--- config.mk ---
export PLATFORM = sky130hd
export DESIGN_NAME = cr16_datapath_sequencer
export DESIGN_NICKNAME = d
export VERILOG_FILES = /design/src/rtl/cr16_seq_pkg.sv /design/src/rtl/cr16_seq_prog_mem.sv /design/src/rtl/cr16_datapath_sequencer.sv
export SDC_FILE = /design/constraint.sdc
export NUM_CORES = 1
export LEC_CHECK = 0
export ABC_AREA = 1
export BUFFER_PORTS_ARGS = -buffer_cell sky130_fd_sc_hd__buf_2
export CAP_MARGIN = 20
export CORE_UTILIZATION = 35
export CTS_CLUSTER_DIAMETER = 30
export DETAILED_ROUTE_END_ITERATION = 10
export PLACE_DENSITY_LB_ADDON = 0.3
export REMOVE_ABC_BUFFERS = 1
export SYNTH_ARGS = -nofsm -noshare
export SYNTH_HDL_FRONTEND = slang
export SYNTH_SLANG_ARGS = --single-unit
--- constraint.sdc ---
create_clock -name I_CLK -period 3.8 [get_ports I_CLK]
set_input_delay 0.38 -clock I_CLK [delete_from_list [all_inputs] [get_ports I_CLK]]
set_output_delay 0.38 -clock I_CLK [all_outputs]
set_load 0.01 [all_outputs]
--- src/rtl/cr16_seq_pkg.sv ---
// Shared types and constants for the CR16 datapath sequencer.
// CR16_SEQ_STEP_EN adds the WAIT_STEP state used by single-step mode.
package cr16_seq_pkg;

   localparam logic [3:0] HALT_OP = 4'hF;

   localparam int OPC_LSB  = 28;
   localparam int DST_LSB  = 24;
   localparam int SRCA_LSB = 20;
   localparam int SRCB_LSB = 16;
   localparam int IMM_LSB  = 0;
   localparam int FIELD_W  = 4;
   localparam int IMM_W    = 16;

   typedef struct packed {
      logic [3:0]  opcode;
      logic [3:0]  dst;
      logic [3:0]  src_a;
      logic [3:0]  src_b;
      logic [15:0] imm;
   } instr_t;

   typedef enum logic [2:0] {
      ST_IDLE  = 3'd0,
      ST_FETCH = 3'd1,
      ST_EXEC  = 3'd2,
      ST_DONE  = 3'd3
`ifdef CR16_SEQ_STEP_EN
      , ST_WAIT_STEP = 3'd4
`endif
   } state_t;

   function automatic instr_t to_instr(input logic [31:0] w);
      instr_t r;
      r.opcode = w[OPC_LSB  +: FIELD_W];
      r.dst    = w[DST_LSB  +: FIELD_W];
      r.src_a  = w[SRCA_LSB +: FIELD_W];
      r.src_b  = w[SRCB_LSB +: FIELD_W];
      r.imm    = w[IMM_LSB  +: IMM_W];
      return r;
   endfunction

endpackage

--- src/rtl/cr16_seq_prog_mem.sv ---
// Single-port DEPTHx32 program RAM, synchronous write and enabled synchronous read.
// Contents are never reset; only the read register (the instruction register) is.
module cr16_seq_prog_mem #(
   parameter int DEPTH = 16,
   localparam int ADDR_W = $clog2(DEPTH)
) (
   input  logic              clk,
   input  logic              rst,
   input  logic              we,
   input  logic              re,
   input  logic [ADDR_W-1:0] addr,
   input  logic [31:0]       wdata,
   output logic [31:0]       rdata
);

   logic [31:0] mem [DEPTH];

   always_ff @(posedge clk) begin
      if (we) mem[addr] <= wdata;
   end

   always_ff @(posedge clk or posedge rst) begin
      if (rst)     rdata <= '0;
      else if (re) rdata <= mem[addr];
   end

endmodule

--- src/rtl/cr16_datapath_sequencer.sv ---
// Micro-programmed controller issuing one CR16 datapath operation per loaded instruction.
// Optional single-step mode is compiled in with CR16_SEQ_STEP_EN.
import cr16_seq_pkg::*;

module cr16_datapath_sequencer #(
   parameter int DEPTH = 16,
   localparam int ADDR_W = $clog2(DEPTH)
) (
   input  logic              I_CLK,
   input  logic              I_RESET,
   input  logic              I_ENABLE,
   input  logic              I_START,
`ifdef CR16_SEQ_STEP_EN
   input  logic              I_STEP_MODE,
   input  logic              I_STEP,
`endif
   input  logic              I_PROG_WE,
   input  logic [ADDR_W-1:0] I_PROG_ADDR,
   input  logic [31:0]       I_PROG_DATA,
   output logic [3:0]        O_OPCODE,
   output logic [3:0]        O_READ_PORT_A_SEL,
   output logic [3:0]        O_READ_PORT_B_SEL,
   output logic [15:0]       O_REG_ENABLE,
   output logic [15:0]       O_PRELOAD_IMM,
   output logic              O_BUSY,
   output logic              O_DONE,
   output logic [ADDR_W-1:0] O_PC
);

   localparam logic [ADDR_W-1:0] LAST_ADDR = ADDR_W'(DEPTH - 1);

   state_t            state, state_next, fetch_state;
   logic [ADDR_W-1:0] pc, pc_next;
   logic [31:0]       ir_word;
   instr_t            ir;
   logic              mem_we, mem_re;
   logic [ADDR_W-1:0] mem_addr;

   // The port is shared: IDLE owns it for program loads, FETCH for reads.
   assign mem_we   = I_PROG_WE && (state == ST_IDLE);
   assign mem_re   = I_ENABLE && (state == ST_FETCH);
   assign mem_addr = (state == ST_IDLE) ? I_PROG_ADDR : pc;
   assign ir       = to_instr(ir_word);

   cr16_seq_prog_mem #(.DEPTH(DEPTH)) u_prog_mem (
      .clk   (I_CLK),
      .rst   (I_RESET),
      .we    (mem_we),
      .re    (mem_re),
      .addr  (mem_addr),
      .wdata (I_PROG_DATA),
      .rdata (ir_word)
   );

`ifdef CR16_SEQ_STEP_EN
   assign fetch_state = I_STEP_MODE ? ST_WAIT_STEP : ST_FETCH;
`else
   assign fetch_state = ST_FETCH;
`endif

   always_ff @(posedge I_CLK or posedge I_RESET) begin
      if (I_RESET) begin
         state <= ST_IDLE;
         pc    <= '0;
      end else begin
         state <= state_next;
         pc    <= pc_next;
      end
   end

   always_comb begin
      state_next = state;
      pc_next    = pc;
      if (I_ENABLE) begin
         case (state)
            ST_IDLE: begin
               if (I_START) begin
                  pc_next    = '0;
                  state_next = fetch_state;
               end
            end
            ST_FETCH: state_next = ST_EXEC;
            ST_EXEC: begin
               if (ir.opcode == HALT_OP || pc == LAST_ADDR) begin
                  state_next = ST_DONE;
               end else begin
                  pc_next    = pc + 1'b1;
                  state_next = fetch_state;
               end
            end
            ST_DONE: state_next = ST_IDLE;
`ifdef CR16_SEQ_STEP_EN
            ST_WAIT_STEP: begin
               if (I_STEP) state_next = ST_FETCH;
            end
`endif
            default: state_next = ST_IDLE;
         endcase
      end
   end

   // Disabling only blocks the write; the rest of the decode stays visible.
   always_comb begin
      O_OPCODE          = '0;
      O_READ_PORT_A_SEL = '0;
      O_READ_PORT_B_SEL = '0;
      O_REG_ENABLE      = '0;
      O_PRELOAD_IMM     = '0;
      if (state == ST_EXEC && ir.opcode != HALT_OP) begin
         O_OPCODE          = ir.opcode;
         O_READ_PORT_A_SEL = ir.src_a;
         O_READ_PORT_B_SEL = ir.src_b;
         O_PRELOAD_IMM     = ir.imm;
         O_REG_ENABLE      = I_ENABLE ? (16'h1 << ir.dst) : 16'h0;
      end
      O_BUSY = (state != ST_IDLE);
      O_DONE = (state == ST_DONE);
      O_PC   = pc;
   end

endmodule

* After elaboration in Yosys (flattened, before gate mapping) *
Memories as Yosys holds them, arrays and structs flattened. A register that Yosys moved wholly into a read port is not among the register bits.
Index checks and enable logic that the tools add are counted.

storage, ports and cells
  bits in registers = 7
  latch bits = 0
  RAM bits = 512
  bits in read-only memories = 0
  bits of input ports = 41
  logic and storage cells = 37
  memories kept = 1

memories
  memory          depth  width  read ports  clocked after memory_dff  wr ports  line                     text
  u_prog_mem.mem  16     32     1           1                         1         cr16_seq_prog_mem.sv:16  logic [31:0] mem [DEPTH];

cells by class
  add/subtract/negate cells = 1
  multipliers = 0
  divide/modulo/power cells = 0
  magnitude comparators = 0
  eq/ne operators = 8
  shift-type cells = 1
  muxes and demuxes = 15
  bitwise logic cells = 0
  reduce and logical (&&, ||, !) cells = 9

operators with widths
  kind                    number
  $mux W16                3
  $mux W4                 6
  $shl A1 B4 Y16 const A  1
  $pmux W3 S3             1
  $eq A4 B4 Y1 const B    2
  $pmux W4 S2             1
  $eq A3 B2 Y1 const B    2
  $add A4 B1 Y4 const B   1
  $ne A2 B2 Y1 const B    2
  $ne A4 B4 Y1 const B    1
  $reduce_and A4 Y1       1
  $eq A3 B1 Y1 const B    1
  $logic_and A1 B1 Y1     3
  $logic_not A3 Y1        1
  $mux W3                 1
  $reduce_bool A3 Y1      1
  $mux W1                 2
  $mux W2                 1
  $reduce_and A2 Y1       1
  $reduce_bool A2 Y1      1
  $logic_or A1 B1 Y1      1

* Longest topological paths before layout *
  depth after elaboration = 4
  depth in mapped cells = 14
  depth with buffers taken out = 12

* Cells and area by module *
From an unflattened synthesis, not the netlist that was laid out.

second synthesis, totals
  cells, all modules = 2211
  area total of the unflattened synthesis = 23122.2 um2

modules (own cells, without submodules)
  module                   instances  cells each  area an instance (um2)  seq. area each (um2)
  cr16_seq_prog_mem        1          2053        22127.5                 16175.5
  cr16_datapath_sequencer  1          158         994.7                   150.1

* Worst setup path after synthesis *
No wires, ideal clock.

  path kind = flip-flop to flip-flop
  start point = register state[0]
  end point = memory u_prog_mem.mem[12][0] (enable)
  setup time = 0.421 ns
  arrival = 2.769 ns
  setup slack = 0.610 ns
  cell stages (with the launch flop) = 9
  buffers on the path = 1
  cell sequence = dfrtp_1 > nor2_4 > nand2_1 > o21ai_1 > inv_2 > nor2_2 > buf_2 > inv_1 > nor2_1

between the ends
  longest elaborated chain between the ends = 4

RTL lines
  what                           line                                                          text
  from (decl)                    cr16_datapath_sequencer.sv:32                                 state_t state, state_next, fetch_state;
  from (signal assigned)         cr16_datapath_sequencer.sv:66                                 state <= state_next;
  $logic_not A3 Y1 *             cr16_datapath_sequencer.sv:40, cr16_datapath_sequencer.sv:42
  $logic_and A1 B1 Y1            cr16_datapath_sequencer.sv:40                                 assign mem_we = I_PROG_WE && (state == ST_IDLE);
  $mux W1                        cr16_seq_prog_mem.sv:19                                       if (we) mem[addr] <= wdata;
  $mux W1 (not written as such)  cr16_seq_prog_mem.sv:19
  to (decl)                      cr16_seq_prog_mem.sv:16

Every way passes the cells marked *; elsewhere a longest branch is shown, timed or not.

* Final worst setup path *
  start point = register u_prog_mem.rdata[31], read port of u_prog_mem.mem
  end point = output port O_READ_PORT_B_SEL[1]

between the ends
  longest elaborated chain between the ends = 3

RTL lines
  what                 line                            text
  from (decl)          cr16_seq_prog_mem.sv:13         output logic [31:0] rdata
  $ne A4 B4 Y1         cr16_datapath_sequencer.sv:109  if (state == ST_EXEC && ir.opcode != HALT_OP) begin
  $logic_and A1 B1 Y1  cr16_datapath_sequencer.sv:109
  $mux W4              cr16_datapath_sequencer.sv:109
  to (decl)            cr16_datapath_sequencer.sv:22   output logic [3:0] O_READ_PORT_B_SEL,

No other way between the ends.

==> results.sh <==
export IMPL_status="complete, no violations"
export IMPL_path_cells="inv_1 > nor4_1 > nor2_1 > inv_2 > nor2_1 > buf_2"
export IMPL_rows=94
export IMPL_worstPathMaxFanout=28
export IMPL_fin_skew_ns=0.0472
export IMPL_fp_dieW_um=262
export IMPL_hold_viol=0
export IMPL_grt_max_degree=161
export IMPL_fin_nets=2507
export IMPL_yosysTopAreaCell="edfxtp_1"
export IMPL_cts_clk_slew_worst_paths_ns=0.05
export IMPL_p_per_area_nw_per_um2=827
export IMPL_cp_start_kind="register"
export IMPL_cts_tree="yes"
export IMPL_met1_usage_pct=26.4
export IMPL_antenna_found_initial=1
export IMPL_gr_total_overflow=0
export IMPL_finalPower_mw=24.4
export IMPL_ys_flop_type="edfxtp_1"
export IMPL_drtPass1Iterations=5
export IMPL_cts_resized_gates=0
export IMPL_r2r_cells=6
export IMPL_synthCells=2334
export IMPL_postPlaceCellArea_um2=25300
export IMPL_hold_path_class="in -> reg"
export IMPL_busiest_layer="met2"
export IMPL_grt_pass1_vias=17200
export IMPL_io_pins=91
export IMPL_synth_cell_types=25
export IMPL_cts_sinks=550
export IMPL_ctsRootBufferMaster="clkbuf_16"
export IMPL_min_from="I_PROG_DATA[5]"
export IMPL_finalWeightedCongestion=0.819
export IMPL_clock_latency_ns=0.67
export IMPL_slew_viol_final=0
export IMPL_drive_above_1_share_pct=14.9
export IMPL_end_kind="output pin"
export IMPL_syn_to_final_growth_pct=24.6
export IMPL_slowest_delay_ns=0.59
export IMPL_relSlewSlack_pct=28.6
export IMPL_initial_core_util_pct=35.7
export IMPL_worstSetupPathType="reg -> out"
export IMPL_diodes=0
export IMPL_maxCapViolCount=0
export IMPL_regToRegEndpoint="u_prog_mem.mem[15][4]$_DFFE_PP_"
export IMPL_rsz0062_at_grt="false"
export IMPL_whs_ns=0.0927
export IMPL_yosysWarnings=0
export IMPL_yosys_area_top_type_share_pct=65.0
export IMPL_slowest_stage="inv_2"
export IMPL_ys_async_sr_fraction_pct=6.91
export IMPL_fillCellCount=6160
export IMPL_path_delay_family="buffers and inverters"
export IMPL_path_common_cell="nor2_1"
export IMPL_min_period_ns=3.01
export IMPL_worstPathRequired_ns=3.42
export IMPL_cts_max_level=3
export IMPL_grt_total_usage_pct=19.6
export IMPL_max_vdd_ir_drop_v=0.000621
export IMPL_cp_num_buf_inv=3
export IMPL_port_buffer_count=90
export IMPL_via_per_inst=4.98
export IMPL_fin_crit_sh_pct=79.1
export IMPL_syn_cell_area_um2=23700
export IMPL_dieArea_um2=68700
export IMPL_detailed_place_hpwl_um=33900
export IMPL_detail_route_antenna_nets=0
export IMPL_holdPathStages=1
export IMPL_worst_slew_pin_slew_ns=1.07
export IMPL_drc_errors=0
export IMPL_setup_viol=0
export IMPL_stdcell_area_um2=29500
export IMPL_arrival_ns=2.63
export IMPL_via_count=17100
export IMPL_fmax_mhz=333
export IMPL_rrSetupSlack_ns=0.92
export IMPL_reg2reg_from="state[0]$_DFFE_PP0P_"
export IMPL_synth_edf_count=512
export IMPL_use_met2_pct=32.0
export IMPL_grt_first_pass_wirelength_um=102000
export IMPL_synth_area_per_cell_um2=10.1
export IMPL_drtIter0Drc=1709
export IMPL_die_y_um=262
export IMPL_numCtsBuffers=121
export IMPL_wl_per_cell_um=19.2
export IMPL_clock_path_buffers=3
export IMPL_use_met3_pct=3.50
export IMPL_core_um2=66300
export IMPL_synth_seq_area_share_pct=69.0
export IMPL_total_leakage_power_nw=12.3
export IMPL_ys_ff_latch=550
export IMPL_synthTopCellsByArea="edfxtp_1 65%, nand2_1 17%, nand3_1 7.1%"
export IMPL_hold_end="u_prog_mem.mem[12][5]$_DFFE_PP_"
export IMPL_drt_wl_total_um=66100
## power breakdown
group,switching (mW),total [mW],leakage [nW],internal (mW)
Sequential,0.127,7.13,5.04,7.00
Clock,3.40,10.6,2.02,7.16
Combinational,4.85,6.71,5.27,1.86
## placed cells by master, fill, tap and decap left out, types with 3 or more instances in the layout
cell type,n
nor2_4,22
nand3_1,336
bufinv_16,19
buf_4,39
inv_2,5
clkinv_8,3
clkinv_4,12
clkinvlp_4,17
nand2_4,5
inv_1,80
buf_2,90
clkbuf_1,13
clkinv_2,25
clkinv_1,9
nand2_1,1070
inv_6,4
edfxtp_1,512
clkbuf_16,121
buf_12,11
o21ai_0,6
nor2_1,112
dfrtp_1,38
## stage by stage
step | util [%] | setup WS (ns) | TNS [ns] | std cells
after global routing | 44.5 | 0.514 | 0 | 3434
after detailed placement | 38.1 | 0.944 | 0 | 3204
after CTS | 44.5 | 0.650 | 0 | 3434
after global placement | 38.1 | 1.02 | 0 | 3204
final | 44.5 | 0.793 | 0 | 3434
after floorplan | - | -2.48 | -1202.59 | 2200
## state kept, by name, indices dropped and copies added, names as in the netlist
| signal | cells |
|---|---|
| state | 2 |
| u_prog_mem.mem | 512 |
| u_prog_mem.rdata | 32 |
| O_PC | 4 |
## synthesized netlist by cell type, types with 2 or more instances
cell type / n
edfxtp_1: 512
dfrtp_1: 38
o21ai_0: 6
buf_4: 14
nand3_1: 336
clkbuf_1: 33
inv_1: 81
nor2_1: 130
buf_1: 6
nand2_1: 1072
o21ai_1: 2
nor2_2: 3
buf_2: 81
nand2_2: 5
inv_2: 5
## cell type report
type                            instances  area (um^2)  area share (%)
Clock buffer                          136         3100            10.5
Multi-Input combinational cell       1564         6560            22.3
Tap cell                              864         1080            3.66
Clock inverter                         92         1120            3.78
Timing Repair Buffer                  142          983            3.33
Sequential cell                       550        16300            55.3
Inverter                               86          325            1.10
## worst max path at each step
stage                                          start                               to  slack (ns)  depth (start not counted)
finish              u_prog_mem.rdata[31]$_DFFE_PP0P_             O_READ_PORT_B_SEL[1]        0.79                          6
global route        u_prog_mem.rdata[31]$_DFFE_PP0P_             O_READ_PORT_B_SEL[1]        0.51                          6
CTS                 u_prog_mem.rdata[31]$_DFFE_PP0P_             O_READ_PORT_B_SEL[1]        0.65                          6
detailed placement              state[0]$_DFFE_PP0P_  u_prog_mem.mem[7][21]$_DFFE_PP_        0.94                          6
global placement                state[0]$_DFFE_PP0P_   u_prog_mem.mem[5][8]$_DFFE_PP_        1.02                          8
floorplan                       state[0]$_DFFE_PP0P_   u_prog_mem.mem[0][0]$_DFFE_PP_       -2.48                          5
## routing by layer
layer  share of wire [%]  vias to the layer above
met3                 6.3                      113
li1                    -                     8065
met4                 2.0                        2
met5               0.020                        -
met2                  47                      598
met1                  44                     8338
## cell families after synthesis
logic type,Yosys count,share of synthesized area [%]
xor+xnor,1,0.0370
compound gates,12,0.291
simple gates,1550,26.5
buf+inv,220,4.14
fa+ha+maj,1,0.0529
flops,550,69.0
## what timing repair did
| item | in CTS | in global routing |
|---|---|---|
| hold endpoints to repair | 25 | 0 |
| hold buffers | 2 | 0 |
| buffers inserted | 0 | 0 |
Note: power is estimated with default switching activity, not from simulation.
